--- src/rtl/clk_div_pkg.sv ---
// Shared types for the clk_div_ctrl clock-enable scheduler: channel states and config word.
package clk_div_pkg;

   localparam int CNT_W_DEF = 32;

   typedef enum logic [1:0] {
      IDLE,
      RUN,
      PEND
   } chan_state_t;

   typedef struct packed {
      logic [CNT_W_DEF-1:0] div;
      logic                 en;
   } cfg_t;

endpackage

--- src/rtl/clk_div_chan.sv ---
// One divider channel: FSM, counter, shadow config, registered tick and clk_out.
// Optional tick counter output when CLK_DIV_TICK_CNT_EN is defined.
module clk_div_chan
   import clk_div_pkg::*;
#(
   parameter int CNT_W       = CNT_W_DEF,
   parameter int DEFAULT_DIV = 2
) (
   input  logic        clk_in,
   input  logic        rst,
   input  logic        load_i,
   input  cfg_t        cfg_i,
   output logic        tick_o,
   output logic        clkOut_o,
   output logic        busy_o,
   output logic        pendNext_o
`ifdef CLK_DIV_TICK_CNT_EN
   ,
   output logic [15:0] tickCnt_o
`endif
);

   localparam logic [CNT_W-1:0] ONE = CNT_W'(1);

   chan_state_t      state_q, state_d;
   logic [CNT_W-1:0] cnt_q, cnt_d;
   logic [CNT_W-1:0] div_q, div_d;
   cfg_t             shadow_q, shadow_d;
   logic             tick_q, tick_d;
   logic             clk_q, clk_d;
   logic             terminal;

   assign terminal = (cnt_q == div_q - ONE);

   always_comb begin
      state_d  = state_q;
      cnt_d    = cnt_q;
      div_d    = div_q;
      shadow_d = shadow_q;
      tick_d   = 1'b0;
      clk_d    = clk_q;
      case (state_q)
         IDLE: begin
            cnt_d = '0;
            clk_d = 1'b0;
            if (load_i && cfg_i.en) begin
               div_d   = cfg_i.div[CNT_W-1:0];
               state_d = RUN;
            end
         end
         RUN, PEND: begin
            cnt_d = terminal ? '0 : cnt_q + ONE;
            if (terminal) begin
               tick_d = 1'b1;
               clk_d  = ~clk_q;
            end
            // A stop only lands on the tick that drops clk_out, so no high phase is cut short
            if (state_q == RUN) begin
               if (load_i) begin
                  shadow_d = cfg_i;
                  state_d  = PEND;
               end
            end else if (terminal) begin
               if (shadow_q.en) begin
                  div_d   = shadow_q.div[CNT_W-1:0];
                  state_d = RUN;
               end else if (clk_q) begin
                  state_d = IDLE;
               end
            end
         end
         default: state_d = IDLE;
      endcase
   end

   always_ff @(posedge clk_in) begin
      if (rst) begin
         state_q  <= IDLE;
         cnt_q    <= '0;
         div_q    <= CNT_W'(DEFAULT_DIV);
         shadow_q <= '0;
         tick_q   <= 1'b0;
         clk_q    <= 1'b0;
      end else begin
         state_q  <= state_d;
         cnt_q    <= cnt_d;
         div_q    <= div_d;
         shadow_q <= shadow_d;
         tick_q   <= tick_d;
         clk_q    <= clk_d;
      end
   end

   assign tick_o     = tick_q;
   assign clkOut_o   = clk_q;
   assign busy_o     = (state_q != IDLE);
   assign pendNext_o = (state_d == PEND);

`ifdef CLK_DIV_TICK_CNT_EN
   logic [15:0] tickCnt_q;

   always_ff @(posedge clk_in) begin
      if (rst) begin
         tickCnt_q <= '0;
      end else if (load_i && (state_q != IDLE || cfg_i.en)) begin
         tickCnt_q <= '0;
      end else if (tick_d) begin
         tickCnt_q <= tickCnt_q + 16'd1;
      end
   end

   assign tickCnt_o = tickCnt_q;
`endif

endmodule

--- src/rtl/clk_div_ctrl.sv ---
// Multi-channel clock-enable scheduler: config handshake, channel decode and sticky error.
// Defining CLK_DIV_TICK_CNT_EN adds the per-channel tick_cnt output.
module clk_div_ctrl
   import clk_div_pkg::*;
#(
   parameter int NUM_CH      = 2,
   parameter int CNT_W       = CNT_W_DEF,
   parameter int DEFAULT_DIV = 2
) (
   input  logic                    clk_in,
   input  logic                    rst,
   input  logic                    cfg_valid,
   output logic                    cfg_ready,
   input  logic [2:0]              cfg_ch,
   input  logic [CNT_W-1:0]        cfg_div,
   input  logic                    cfg_en,
   output logic [NUM_CH-1:0]       tick,
   output logic [NUM_CH-1:0]       clk_out,
   output logic [NUM_CH-1:0]       busy,
   output logic                    cfg_err
`ifdef CLK_DIV_TICK_CNT_EN
   ,
   output logic [NUM_CH-1:0][15:0] tick_cnt
`endif
);

   logic              accept;
   logic              chValid;
   logic              divZero;
   logic [NUM_CH-1:0] pendNext;
   logic              cfgReady_q;
   logic              cfgErr_q;
   cfg_t              cfgWord;

   assign accept       = cfg_valid && cfgReady_q;
   assign chValid      = (int'(cfg_ch) < NUM_CH);
   assign divZero      = (cfg_div == '0);
   assign cfgWord.div  = divZero ? CNT_W_DEF'(1) : CNT_W_DEF'(cfg_div);
   assign cfgWord.en   = cfg_en;

   for (genvar g = 0; g < NUM_CH; g++) begin : gen_ch
      logic load;
      assign load = accept && chValid && (cfg_ch == 3'(g));

      clk_div_chan #(
         .CNT_W      (CNT_W),
         .DEFAULT_DIV(DEFAULT_DIV)
      ) u_chan (
         .clk_in    (clk_in),
         .rst       (rst),
         .load_i    (load),
         .cfg_i     (cfgWord),
         .tick_o    (tick[g]),
         .clkOut_o  (clk_out[g]),
         .busy_o    (busy[g]),
         .pendNext_o(pendNext[g])
`ifdef CLK_DIV_TICK_CNT_EN
         ,
         .tickCnt_o (tick_cnt[g])
`endif
      );
   end

   // Ready is built from next-state so it is already low in the first PEND cycle
   always_ff @(posedge clk_in) begin
      if (rst) begin
         cfgReady_q <= 1'b0;
         cfgErr_q   <= 1'b0;
      end else begin
         cfgReady_q <= ~|pendNext;
         if (accept && (divZero || !chValid)) begin
            cfgErr_q <= 1'b1;
         end
      end
   end

   assign cfg_ready = cfgReady_q;
   assign cfg_err   = cfgErr_q;

endmodule

--- config.mk ---
export PLATFORM = sky130hd
export DESIGN_NAME = clk_div_ctrl
export DESIGN_NICKNAME = d
export VERILOG_FILES = /design/src/rtl/clk_div_pkg.sv /design/src/rtl/clk_div_chan.sv /design/src/rtl/clk_div_ctrl.sv
export SDC_FILE = /design/constraint.sdc
export NUM_CORES = 1
export LEC_CHECK = 0
export ABC_AREA = 1
export CAP_MARGIN = 20
export CORE_ASPECT_RATIO = 1.2
export CORE_MARGIN = 2
export CORE_UTILIZATION = 41
export CTS_CLUSTER_DIAMETER = 120
export DETAILED_ROUTE_END_ITERATION = 12
export GPL_ROUTABILITY_DRIVEN = 0
export SKIP_LAST_GASP = 1
export SYNTH_ARGS = -nofsm -noshare
export SYNTH_HDL_FRONTEND = slang
export SYNTH_SLANG_ARGS = --single-unit
--- constraint.sdc ---
create_clock -name clk_in -period 5.1 [get_ports clk_in]
set_input_delay 0.51 -clock clk_in [delete_from_list [all_inputs] [get_ports clk_in]]
set_output_delay 0.51 -clock clk_in [all_outputs]
set_load 0.005 [all_outputs]
==> metrics.md, run 1 <==
| Metric | Value |
|---|---|
| Status | `finished, final reports clean` |
| Main flop type after synthesis | `sky130_fd_sc_hd__dfxtp_1` |
| Maximum fanout encountered on the critical timing path | `27` |
| Global-route wire length before repair | `~56000 µm` |
| Share of cells above drive strength 1 | `about 7.7%` |
| Net count reported at finish | `between 1500 and 2000` |
| Pleak | `~6 nW` |
| Place WS | `roughly 1.7 ns` |
| Floorplan die height | `between 150 and 200 µm` |
| Category of cells accounting for the largest share of critical-path delay | `simple AND/OR/NAND/NOR gates` |
| Crit path launch type | `flip-flop` |
| DP Wirelength | `about 26000 µm` |
| Instance count of the mapped netlist | `between 1500 and 2000` |
| Area taken by multi-input logic gates | `between 7000 and 8000 µm²` |
| Final total negative setup slack | `0 ns` |
| Antenna violations before repair | `0` |
| Cts bufs inserted | `24` |
| Commonest cells in the synthesized netlist | `431 x sky130_fd_sc_hd__nand2_1, 245 x sky130_fd_sc_hd__nor2_1, 204 x sky130_fd_sc_hd__dfxtp_1` |
| Max-slew headroom at the worst pin | `36.3%` |
| Arrival time reported for the critical path endpoint | `3.72 ns` |
| Summed instance area of the synthesized netlist | `around 13000 µm²` |
| Detailed-router iteration count before antenna repair | `7` |
| Final worst slack | `~1.8 ns` |
| Clock tree from TritonCTS | `built` |
| Pwr dens | `about 270 nW/µm²` |
| Area leader, netlist | `sky130_fd_sc_hd__dfxtp_1` |
| DR DRC count | `0` |
| Highest cell delay on the worst timing path | `just over 0.7 ns` |
| Sinks on Clock Net | `just over 200` |
| Leading cell types by total area after synthesis | `sky130_fd_sc_hd__dfxtp_1 32%, sky130_fd_sc_hd__nand2_1 13%, sky130_fd_sc_hd__nor2_1 7.3%` |
| CP cell instances | `inv_1, ha_1, nand2_1, nor2_2, nand2_1, nor2_1, nand3_1, nand2_1, nand2_1, inv_1, nand2_1, nor2_2, nand3_1, nand2_1, nand2_2, nand2_1, nor3_1` |
| Cell type of the slowest stage on the worst timing path | `sky130_fd_sc_hd__nand2_1` |
| Average instance area after synthesis | `6.58 µm²` |
| Number of cells on the worst hold path | `2` |
| Post-cts gate resize count | `0` |
| Area growth syn-to-layout | `11.7%` |
| Maximum achievable frequency | `299 MHz` |
| Slew at the pin closest to its max-slew limit | `about 0.95 ns` |
| Clock transition at the registers of the reported paths | `0.06 ns` |
| Combined global-route utilization of all metal layers | `about a fifth` |
| YS warnings | `0` |
| Number of distinct library cells after synthesis | `48` |
| Maximum clock skew at final layout | `about 0.009 ns` |
| Path depth of the worst reg2reg path | `17` |
| Total Routed Length | `roughly 34000 µm` |
| Flip-flop and latch count after synthesis | `~200` |
| FF/Latch Area | `4080 µm²` |
| WP data required | `roughly 5.5 ns` |
| Die boundary width | `between 150 and 200 µm` |
| Setup repair bufs after CTS | `0` |
| Top-level I/O count | `47` |
| Setup crit end kind | `flip-flop` |
| DR iter-0 viols | `699` |
| Final Hold Viols | `0` |
| Largest net degree at the start of global routing | `70` |
| Synth Net Count | `1976` |
| Number of fillers in the final layout | `around 3200` |
| Clk buf depth | `3` |
| Antenna-violating nets left | `0` |
| Share of Yosys cell area claimed by the top area cell type | `approximately a third` |
| Worst hold-check path type | `in -> reg` |
| Number of enable-type register cells in the synthesized netlist | `0` |
| Area of the die | `32400 µm²` |
| Logic depth of the worst path, buffers included | `17` |
| Skew-Pair Late Insertion Delay | `0.53 ns` |
| Total inserted antenna cells | `0` |
| Total count of max-transition violations in the final report | `0` |
| Std cell rows | `70` |
| Most common cell in the netlist | `sky130_fd_sc_hd__nand2_1` |
| Setup repair after global routing missed its margin | `false` |
| Hold-fix buffers at CTS | `0` |
| Overall via count from detail_route | `approximately 12000` |
| Root buffer cell | `sky130_fd_sc_hd__clkbuf_16` |
| Initial cell density of the core | `a little over two fifths` |
| Post-detailed-route via-to-cell ratio | `between 5 and 6` |
| Core area | `30500 µm²` |
| Count of maximum capacitance violations | `0` |
| Most prevalent standard cell on the critical path | `sky130_fd_sc_hd__nand2_1` |
| Via count of the first global-routing pass | `about 11000` |
| Worst hold slack | `0.286 ns` |
| Remaining Overflow, GRT | `0` |
| Share of flip-flops with an asynchronous set or reset | `0%` |
| Share of the clock period used by the worst path | `between 60% and 70%` |
| Final setup violation count | `0` |
| Sequential cell area fraction in the yosys report | `about 32%` |
| Kind of critical path | `reg -> reg` |
| Worst IR Drop VDD | `around 0.00025 V` |
| Buffering stage count on the worst path with inverters included | `2` |
| CTS H-tree lvls | `1` |
| Routed wire length per instance | `roughly 15 µm` |
| Time the final worst path needs with I/O delays and setup | `3.35 ns` |
| Port-buffer cells | `46` |
## placed cells by master, fill, tap and decap left out, drive strengths merged, types with 42 or more instances in the layout
cell           count
dfxtp            204
o21ai            155
nor3              42
nand2            442
nand4             54
nor2             277
xor2              88
inv              195
clkdlybuf4s50     45
a21oi            136
nand3            124
## kinds of logic (layout without fill, tap and decap cells)
group	count (synthesis)	in the layout	share of synthesized area, %
xor+xnor	118	118	8.15
fa+ha+maj	10	10	0.987
compound gates	328	328	14.2
simple gates	978	978	35.0
buf+inv	289	300	9.44
flops	204	204	32.2
## where the power goes
| part | internal (mW) | leakage, nW | switching [mW] |
|---|---|---|---|
| combinational | 0.127 | 3.92 | 0.250 |
| clock | 1.11 | 0.412 | 0.701 |
| sequential | 1.61 | 1.64 | 0.0143 |
| total | 2.85 | 5.98 | 0.966 |
## state kept, by name, indices dropped and copies added (netlist names)
| register | count |
|---|---|
| gen_ch.u_chan.cnt_q | 64 |
| cfg_ready | 1 |
| gen_ch.u_chan.state_q | 4 |
| gen_ch.u_chan.shadow_q | 66 |
| cfg_err | 1 |
| gen_ch.u_chan.clkOut_o | 2 |
| gen_ch.u_chan.div_q | 64 |
| gen_ch.u_chan.tick_o | 2 |
## metrics by stage
step	util [%]	std cells	power, mW	instance area (µm²)
4_1_cts	46.3	2332	3.86	14100
3_3_place_gp	43.6	2289	2.03	13300
3_5_place_dp	43.6	2289	2.03	13300
5_1_grt	46.5	2334	3.96	14200
6_report	46.5	2334	3.81	14200
2_1_floorplan	-	1927	1.91	12700
## cell type report
type / count / area share [%]
inverter: 200 / 5.32
multi-input combinational: 1434 / 52.4
clock buffer: 31 / 4.93
tap: 396 / 3.50
sequential: 204 / 28.8
timing repair buffer: 57 / 3.99
clock inverter: 12 / 1.03
## final timing paths
| check | slack, ns | endpoint | start |
|---|---|---|---|
| worst min register to register | 0.48 | gen_ch[1].u_chan.div_q[31] | gen_ch[1].u_chan.div_q[31] |
| worst min-delay path | 0.29 | gen_ch[0].u_chan.div_q[22] | rst |
| worst max-delay path | 1.75 | gen_ch[1].u_chan.cnt_q[28] | gen_ch[1].u_chan.div_q[0] |
| worst max register to register | 1.75 | gen_ch[1].u_chan.cnt_q[28] | gen_ch[1].u_chan.div_q[0] |
## worst reg2reg max path: cells and delay by family, from the launching register on
| kind | cells | cell delay, ns |
|---|---|---|
| fa+ha+maj | 1 | 0.22 |
| buf+inv | 2 | 0.19 |
| flops | 1 | 0.32 |
| simple gates | 14 | 2.48 |
## per-layer routing
metal | wire length, µm | up-vias | part of all wire [%] | GRT usage, %
met4 | 1590 | 0 | 4.6 | 9.40
met2 | 16600 | 212 | 48 | 37.4
met1 | 15000 | 5384 | 44 | 25.7
met3 | 1120 | 96 | 3.3 | 2.46
met5 | 0 | - | 0 | 0
li1 | - | 6265 | - | -
Note: power is estimated with default switching activity, not from simulation.
==> run 2, diff against run 1 <==
==> constraint.sdc (replaced) <==
create_clock -name clk_in -period 2.7 [get_ports clk_in]
set_input_delay 0.27 -clock clk_in [delete_from_list [all_inputs] [get_ports clk_in]]
set_output_delay 0.27 -clock clk_in [all_outputs]
set_load 0.005 [all_outputs]
==> run 2 against run 1 <==
Net effect:
- register-to-register slack got worse by 1.7 ns
- fmax grew 27%
- die area did not move
- via count is 5.1% higher
- sequential share of layout area decreased by 1.8 points
- utilization up 3.2 points
==> metrics.md, run 2 (synthesized netlist as in run 1, its figures left out) <==
| Metric | Value |
|---|---|
| Register containing the most flip-flops in the final layout | `gen_ch.u_chan.shadow_q (unchanged)` |
| Root buffer cell | `sky130_fd_sc_hd__clkbuf_16 (unchanged)` |
| Detailed-router iteration count before antenna repair | `5 (was 7)` |
| Via count of the first global-routing pass | `12000 (was 11400)` |
| Number of flip-flops under the largest register name | `66 (unchanged)` |
| Crit path launch | `gen_ch[1].u_chan.div_q[13] (was gen_ch[1].u_chan.div_q[0])` |
| Clock transition at the registers of the reported paths | `0.06 ns (about the same)` |
| Design Power | `7.11 mW (was 3.81 mW)` |
| Clock tree from TritonCTS | `built (unchanged)` |
| Hold-fix buffers at CTS | `0 (unchanged)` |
| Worst reg2reg startpoint | `gen_ch[1].u_chan.div_q[13] (was gen_ch[1].u_chan.div_q[0])` |
| Max-slew headroom at the worst pin | `65.1% (was 36.3%)` |
| Largest net degree at the start of global routing | `82 (was 70)` |
| Share of the clock period used by the worst path | `97.8% (was 65.7%)` |
| Remaining Overflow, GRT | `0 (unchanged)` |
| DR DRC count | `0 (unchanged)` |
| Core area | `30500 µm² (unchanged)` |
| Setup repair after global routing missed its margin | `true (was false)` |
| Final Hold Viols | `0 (unchanged)` |
| Antenna-violating nets left | `0 (unchanged)` |
| Floorplan die height | `197 µm (unchanged)` |
| End-of-flow core utilization | `49.7% (was 46.5%)` |
| Overall via count from detail_route | `12600 (was 12000)` |
| Arrival time reported for the critical path endpoint | `3.10 ns (was 3.72 ns)` |
| Antenna violations before repair | `0 (unchanged)` |
| Place WS | `-0.0166 ns (was 1.73 ns)` |
| Area of the die | `32400 µm² (unchanged)` |
| Crit path launch type | `flip-flop (unchanged)` |
| Placed inst area | `13900 µm² (was 13300 µm²)` |
| Total inserted antenna cells | `0 (unchanged)` |
| WP data required | `3.16 ns (was 5.47 ns)` |
| Routed wire length per instance | `15.3 µm (was 14.7 µm)` |
| Post-detailed-route via-to-cell ratio | `5.20 (was 5.12)` |
| Time the final worst path needs with I/O delays and setup | `2.64 ns (was 3.35 ns)` |
| Die boundary width | `165 µm (unchanged)` |
| DP Wirelength | `27700 µm (was 26200 µm)` |
| Maximum clock skew at final layout | `0.0165 ns (was 0.00879 ns)` |
| Combined global-route utilization of all metal layers | `22.1% (was 21.2%)` |
| Sinks on Clock Net | `204 (unchanged)` |
| Total Routed Length | `37000 µm (was 34300 µm)` |
| Setup crit end kind | `flip-flop (unchanged)` |
| Share of cells above drive strength 1 | `14.1% (was 7.74%)` |
| Total count of max-transition violations in the final report | `0 (unchanged)` |
| Initial cell density of the core | `41.6% (unchanged)` |
| Final setup violation count | `0 (unchanged)` |
| Worst hold-check path type | `in -> reg (unchanged)` |
| Cts bufs inserted | `24 (unchanged)` |
| Net count reported at finish | `2050 (was 1970)` |
| Slew at the pin closest to its max-slew limit | `0.523 ns (was 0.953 ns)` |
| Beginning of the worst hold path | `rst (unchanged)` |
| Final worst slack | `0.0595 ns (was 1.75 ns)` |
| Top flop regs | `gen_ch.u_chan.shadow_q: 66 flops, gen_ch.u_chan.cnt_q: 64 flops, gen_ch.u_chan.div_q: 64 flops (unchanged)` |
| Pwr dens | `470 nW/µm² (was 269 nW/µm²)` |
| Std cell rows | `70 (unchanged)` |
| Status | `finished, final reports clean (unchanged)` |
| Maximum achievable frequency | `379 MHz (was 299 MHz)` |
| Clk buf depth | `3 (unchanged)` |
| Kind of critical path | `reg -> reg (unchanged)` |
| Area growth syn-to-layout | `19.4% (was 11.7%)` |
| Top-level I/O count | `47 (unchanged)` |
| DR iter-0 viols | `874 (was 699)` |
| Commonest cells after routing, fill and taps aside | `426 x sky130_fd_sc_hd__nand2_1, 215 x sky130_fd_sc_hd__nor2_1, 199 x sky130_fd_sc_hd__dfxtp_1, 186 x sky130_fd_sc_hd__inv_1, 152 x sky130_fd_sc_hd__o21ai_0 (was 431 x sky130_fd_sc_hd__nand2_1, 242 x sky130_fd_sc_hd__nor2_1, 204 x sky130_fd_sc_hd__dfxtp_1, 186 x sky130_fd_sc_hd__inv_1, 153 x sky130_fd_sc_hd__o21ai_0)` |
| Most frequent standard cell in the layout excluding fill and tap cells | `sky130_fd_sc_hd__nand2_1 (unchanged)` |
| Pleak | `6.45 nW (was 5.98 nW)` |
| CTS H-tree lvls | `1 (unchanged)` |
| Maximum fanout encountered on the critical timing path | `6 (was 27)` |
| Skew-Pair Late Insertion Delay | `0.53 ns (about the same)` |
| Worst IR Drop VDD | `0.000482 V (was 0.000255 V)` |
| Port-buffer cells | `46 (unchanged)` |
| Post-Layout Inst Area | `15100 µm² (was 14200 µm²)` |
| Count of maximum capacitance violations | `0 (unchanged)` |
| Global-route wire length before repair | `58300 µm (was 55800 µm)` |
## run 2: final cells by class
cell class | instances | area (µm²)
clock buffer | 37 | 721
clock inverter | 7 | 70.1
fill | 3079 | 15300
inverter | 200 | 763
multi-input combinational | 1438 | 7750
sequential | 204 | 4090
tap | 396 | 495
timing repair buffer | 132 | 1240
timing repair inverter | 1 | 16.3
## run 2: routing by layer
metal	share of wire, %	track usage (%)
met1	42	26.2
met2	50	39.2
met3	3.6	2.65
met4	4.4	10.5
met5	0	0
## run 2: metrics by stage
step / TNS (ns) / std cells / hold slack (ns)
after floorplan: 0 / 1927 / 0.447
final: 0 / 2415 / 0.256
after global routing: -3.42 / 2415 / 0.256
after detailed placement: -0.0183 / 2356 / 0.473
after global placement: 0 / 2356 / 0.458
after CTS: 0 / 2400 / 0.240
## run 2: critical path, stage by stage (launching register included)
cell and delay, ns:
sky130_fd_sc_hd__dfxtp_1 0.37, sky130_fd_sc_hd__nor2_1 0.21, sky130_fd_sc_hd__nand2_1 0.11, sky130_fd_sc_hd__nor2_2 0.20, sky130_fd_sc_hd__nand2_1 0.15, sky130_fd_sc_hd__inv_2 0.09
sky130_fd_sc_hd__nand2_1 0.07, sky130_fd_sc_hd__nand2_1 0.09, sky130_fd_sc_hd__nand2_1 0.07, sky130_fd_sc_hd__nor2_1 0.14, sky130_fd_sc_hd__nand2_1 0.09, sky130_fd_sc_hd__nor2_2 0.16
sky130_fd_sc_hd__nand3_2 0.11, sky130_fd_sc_hd__nand2_2 0.11, sky130_fd_sc_hd__nand2_4 0.11, sky130_fd_sc_hd__clkinv_8 0.10, sky130_fd_sc_hd__clkbuf_16 0.15, sky130_fd_sc_hd__nand3_1 0.08
sky130_fd_sc_hd__a21oi_1 0.15
## run 2: final timing paths
path                                   endpoint  slack [ns]  depth (start not counted)
setup / recovery     gen_ch[1].u_chan.div_q[23]        0.06                         18
hold / removal    gen_ch[1].u_chan.shadow_q[30]        0.26                          4
setup reg to reg     gen_ch[1].u_chan.div_q[23]        0.06                         18
hold reg to reg      gen_ch[0].u_chan.div_q[31]        0.48                          2
## run 2: what timing repair did
action	CTS	global route
gates resized for setup	1	81
endpoints found under the hold margin	0	0
pin swaps	0	19
setup buffers	0	7
endpoints found under the setup margin	8	121
gates cloned	0	8
## run 2: where the power goes
part | switching, mW | leakage [nW] | internal (mW)
Combinational | 0.511 | 4.41 | 0.303
Sequential | 0.0281 | 1.65 | 3.03
Clock | 1.31 | 0.387 | 1.93
==> run 3, diff against run 2 <==
--- a/config.mk
+++ b/config.mk
@@ -5,7 +5,7 @@
 export SDC_FILE = /design/constraint.sdc
 export NUM_CORES = 1
 export LEC_CHECK = 0
-export ABC_AREA = 1
+export ABC_AREA = 0
 export CAP_MARGIN = 20
 export CORE_ASPECT_RATIO = 1.2
 export CORE_MARGIN = 2
==> run 3 against run 2 <==
Net effect:
- the flow now finishes with violations (setup timing)
- die area decreased by 9.7%
- cell count decreased by 16%
- routed wire length decreased by 8.0%
- total power decreased by 0.26%
- utilization increased by 7.0 points
- cell area increased by 2.0%
- sequential power about the same
- synthesized cell count decreased by 25%
- sequential share of layout area decreased by 0.49 points
- first-iteration DRC count decreased by 33%
- critical path type unchanged
- critical endpoint is now gen_ch[1].u_chan.div_q[16]
- largest cell class unchanged
- highest routed layer unchanged
==> metrics.md, run 3 <==
| Metric | Value |
|---|---|
| Remaining Overflow, GRT | `0 (unchanged)` |
| Worst hold-check path type | `in -> reg (unchanged)` |
| Time the final worst path needs with I/O delays and setup | `3.39 ns (was 2.64 ns)` |
| Root buffer cell | `sky130_fd_sc_hd__clkbuf_16 (unchanged)` |
| Port-buffer cells | `46 (unchanged)` |
| Area growth syn-to-layout | `35.2% (was 19.4%)` |
| Overall via count from detail_route | `11200 (was 12600)` |
| Share of the clock period used by the worst path | `126% (was 97.8%)` |
| Cell type of the slowest stage on the worst timing path | `sky130_fd_sc_hd__or4_4 (was sky130_fd_sc_hd__dfxtp_1)` |
| Worst hold path endpoint | `gen_ch[0].u_chan.tick_o (was gen_ch[1].u_chan.shadow_q[30])` |
| Leading cell types by total area after synthesis | `sky130_fd_sc_hd__dfxtp_1 36%, sky130_fd_sc_hd__nand2_1 6.0%, sky130_fd_sc_hd__xnor2_1 5.8% (was sky130_fd_sc_hd__dfxtp_1 32%, sky130_fd_sc_hd__nand2_1 13%, sky130_fd_sc_hd__nor2_1 7.3%)` |
| Final setup violation count | `137 (was 0)` |
| Main flop type after synthesis | `sky130_fd_sc_hd__dfxtp_1 (unchanged)` |
| Most frequent standard cell in the layout excluding fill and tap cells | `sky130_fd_sc_hd__buf_4 (was sky130_fd_sc_hd__nand2_1)` |
| Worst flop-to-flop path endpoint | `gen_ch[1].u_chan.div_q[16] (was gen_ch[1].u_chan.div_q[23])` |
| Commonest cells after routing, fill and taps aside | `234 x sky130_fd_sc_hd__buf_4, 195 x sky130_fd_sc_hd__dfxtp_1, 183 x sky130_fd_sc_hd__nand2_1, 148 x sky130_fd_sc_hd__nor2_1, 117 x sky130_fd_sc_hd__a21oi_1 (was 426 x sky130_fd_sc_hd__nand2_1, 215 x sky130_fd_sc_hd__nor2_1, 199 x sky130_fd_sc_hd__dfxtp_1, 186 x sky130_fd_sc_hd__inv_1, 152 x sky130_fd_sc_hd__o21ai_0)` |
| Setup slack of the worst register-to-register path | `-0.69 ns (was 0.06 ns)` |
| Clk buf depth | `3 (unchanged)` |
| CP cell instances | `or4_4, nor4_4, buf_4, and3_4, a21oi_2, or4_4, nor4_4, buf_6, bufbuf_16, buf_4, a41o_1, a22oi_2, nor2_1 (was nor2_1, nand2_1, nor2_2, nand2_1, inv_2, nand2_1, nand2_1, nand2_1, nor2_1, nand2_1, nor2_2, nand3_2, nand2_2, nand2_4, clkinv_8, clkbuf_16, nand3_1, a21oi_1)` |
| Highest cell delay on the worst timing path | `0.59 ns (was 0.37 ns)` |
| Top-level I/O count | `47 (unchanged)` |
| Count of maximum capacitance violations | `0 (unchanged)` |
| Cts bufs inserted | `24 (unchanged)` |
| Beginning of the worst hold path | `rst (unchanged)` |
| Pleak | `5.94 nW (was 6.45 nW)` |
| Status | `complete, but fails checks (was finished, final reports clean)` |
| Worst reg2reg startpoint | `gen_ch[1].u_chan.div_q[2] (was gen_ch[1].u_chan.div_q[13])` |
| Total count of max-transition violations in the final report | `0 (unchanged)` |
| Crit path launch type | `flip-flop (unchanged)` |
| Detailed-router iteration count before antenna repair | `5 (unchanged)` |
| Average instance area after synthesis | `7.87 µm² (was 6.58 µm²)` |
| Combined global-route utilization of all metal layers | `22.8% (was 22.1%)` |
| Summed instance area of the synthesized netlist | `11400 µm² (was 12700 µm²)` |
| DP Wirelength | `23600 µm (was 27700 µm)` |
| Area share of fa/ha/maj cells after synthesis | `1.09% (was 0.987%)` |
| Post-detailed-route via-to-cell ratio | `5.51 (was 5.20)` |
| Number of cells on the worst hold path | `2 (was 4)` |
| Share of cells above drive strength 1 | `24.1% (was 14.1%)` |
| Number of enable-type register cells in the synthesized netlist | `0 (unchanged)` |
| Core area | `27300 µm² (was 30500 µm²)` |
| Total Routed Length | `34000 µm (was 37000 µm)` |
| Path depth of the worst reg2reg path | `13 (was 18)` |
| Global-route wire length before repair | `55500 µm (was 58300 µm)` |
| Net count reported at finish | `1730 (was 2050)` |
| Skew-Pair Late Insertion Delay | `0.52 ns (was 0.53 ns)` |
| Clock transition at the registers of the reported paths | `0.06 ns (about the same)` |
| Flip-flop and latch count after synthesis | `204 (unchanged)` |
| Max-slew headroom at the worst pin | `54.4% (was 65.1%)` |
| Total inserted antenna cells | `0 (unchanged)` |
| Floorplan die height | `187 µm (was 197 µm)` |
| Commonest cells in the synthesized netlist | `204 x sky130_fd_sc_hd__dfxtp_1, 184 x sky130_fd_sc_hd__nand2_1, 149 x sky130_fd_sc_hd__nor2_1 (was 431 x sky130_fd_sc_hd__nand2_1, 245 x sky130_fd_sc_hd__nor2_1, 204 x sky130_fd_sc_hd__dfxtp_1)` |
| Via count of the first global-routing pass | `10900 (was 12000)` |
| YS warnings | `0 (unchanged)` |
| WP data required | `3.16 ns (about the same)` |
| Post-synthesis xor/xnor area fraction | `10.1% (was 8.15%)` |
| Synth Net Count | `1501 (was 1976)` |
| DR iter-0 viols | `587 (was 874)` |
| Multiplexer share of the synthesized area | `0.887% (was 0%)` |
| Final Hold Viols | `0 (unchanged)` |
| DR DRC count | `0 (unchanged)` |
| Antenna violations before repair | `0 (unchanged)` |
| Area of the die | `29200 µm² (was 32400 µm²)` |
| Hold-fix buffers at CTS | `0 (unchanged)` |
| Final worst slack | `-0.690 ns (was 0.0595 ns)` |
| Pwr dens | `459 nW/µm² (was 470 nW/µm²)` |
| Initial cell density of the core | `41.9% (was 41.6%)` |
| Std cell rows | `66 (was 70)` |
| Clock tree from TritonCTS | `built (unchanged)` |
| Maximum fanout encountered on the critical timing path | `6 (unchanged)` |
| Worst hold slack | `0.269 ns (was 0.256 ns)` |
| Violated checks | `setup timing` |
| Number of distinct library cells after synthesis | `72 (was 48)` |
| Place WS | `-0.794 ns (was -0.0166 ns)` |
| Setup crit end kind | `flip-flop (unchanged)` |
| Maximum achievable frequency | `295 MHz (was 379 MHz)` |
| Post-synthesis compound-gate area fraction | `18.3% (was 14.2%)` |
| Largest net degree at the start of global routing | `63 (was 82)` |
| Category of cells accounting for the largest share of critical-path delay | `simple AND/OR/NAND/NOR gates (unchanged)` |
| Slew at the pin closest to its max-slew limit | `0.684 ns (was 0.523 ns)` |
| Share of Yosys cell area claimed by the top area cell type | `35.7% (was 32.2%)` |
| Sequential cell area fraction in the yosys report | `35.7% (was 32.2%)` |
| Worst IR Drop VDD | `0.000380 V (was 0.000482 V)` |
| Routed wire length per instance | `16.7 µm (was 15.3 µm)` |
| Register containing the most flip-flops in the final layout | `gen_ch.u_chan.shadow_q (unchanged)` |
| Antenna-violating nets left | `0 (unchanged)` |
| Number of flip-flops under the largest register name | `66 (unchanged)` |
| Area leader, netlist | `sky130_fd_sc_hd__dfxtp_1 (unchanged)` |
| Kind of critical path | `reg -> reg (unchanged)` |
| Most common cell in the netlist | `sky130_fd_sc_hd__dfxtp_1 (was sky130_fd_sc_hd__nand2_1)` |
| Sinks on Clock Net | `204 (unchanged)` |
| Main combinational cell family by area after synthesis | `simple AND/OR/NAND/NOR gates (unchanged)` |
| Arrival time reported for the critical path endpoint | `3.85 ns (was 3.10 ns)` |
| Maximum clock skew at final layout | `0.0106 ns (was 0.0165 ns)` |
| CTS H-tree lvls | `1 (unchanged)` |
| Top flop regs | `gen_ch.u_chan.shadow_q: 66 flops, gen_ch.u_chan.cnt_q: 64 flops, gen_ch.u_chan.div_q: 64 flops (unchanged)` |
| Share of synthesized cell area in and, or, nand and nor gates | `29.3% (was 35.0%)` |
| Share of flip-flops with an asynchronous set or reset | `0% (unchanged)` |
| Buffering stage count on the worst path with inverters included | `4 (was 3)` |
| Setup repair after global routing missed its margin | `true (unchanged)` |
| Die boundary width | `156 µm (was 165 µm)` |
| Instance count of the mapped netlist | `1452 (was 1927)` |
[run 3: report_power, final]
part | switching (mW) | total (mW) | internal, mW | leakage [nW]
registers | 0.0165 | 3.04 | 3.03 | 1.65
clock network | 1.32 | 3.35 | 2.03 | 0.406
logic | 0.351 | 0.700 | 0.350 | 3.89
[run 3: final cells by class]
cell class | count | area [µm²]
multi-input cells | 1122 | 7300
clock inverters | 9 | 101
repair buffers | 310 | 2730
fillers | 2514 | 11800
flip-flops and latches | 204 | 4100
clock buffers | 33 | 716
inverters | 19 | 73.8
well taps | 340 | 425
[run 3: cell families (layout without fill, tap and decap cells)]
family          after synthesis  in the layout
simple gates                648            648
compound gates              324            324
flops                       204            204
xor+xnor                    130            130
buf+inv                     126            371
fa+ha+maj                    10             10
mux                          10             10
[run 3: metrics by stage]
stage          area, µm²  TNS (ns)  power [mW]  util (%)  instances
2_1_floorplan      11800    -45.48        3.45         -       1452
3_3_place_gp       14100    -81.04        3.76      51.8       1976
3_5_place_dp       14100    -83.85        3.77      51.8       1976
4_1_cts            15200    -80.20        7.14      55.9       2029
5_1_grt            15400    -98.86        7.34      56.7       2037
6_report           15400    -82.44        7.10      56.7       2037
[run 3: what timing repair did]
item,CTS,global route
cloned,3,5
buffers inserted,8,5
pin swaps,22,25
setup endpoints to repair,136,137
resized for setup,34,30
[run 3: worst max-delay path by stage]
stage | start | endpoint | slack [ns] | cells after the start
finish | gen_ch[1].u_chan.div_q[2] | gen_ch[1].u_chan.div_q[16] | -0.69 | 13
global route | gen_ch[1].u_chan.div_q[2] | cfg_ready | -0.81 | 14
CTS | gen_ch[0].u_chan.div_q[3] | gen_ch[0].u_chan.div_q[1] | -0.67 | 10
detailed placement | gen_ch[1].u_chan.div_q[0] | cfg_ready | -0.79 | 13
global placement | gen_ch[0].u_chan.div_q[3] | cfg_ready | -0.72 | 10
floorplan | gen_ch[0].u_chan.div_q[3] | gen_ch[0].u_chan.div_q[0] | -0.57 | 9
[run 3: routing by layer]
| metal | routed length (µm) | GRT usage, % | share of wire, % |
|---|---|---|---|
| met2 | 17300 | 40.2 | 51 |
| met3 | 1020 | 2.57 | 3.0 |
| met1 | 14600 | 28.6 | 43 |
| met4 | 1090 | 8.12 | 3.2 |
| met5 | 0 | 0 | 0 |
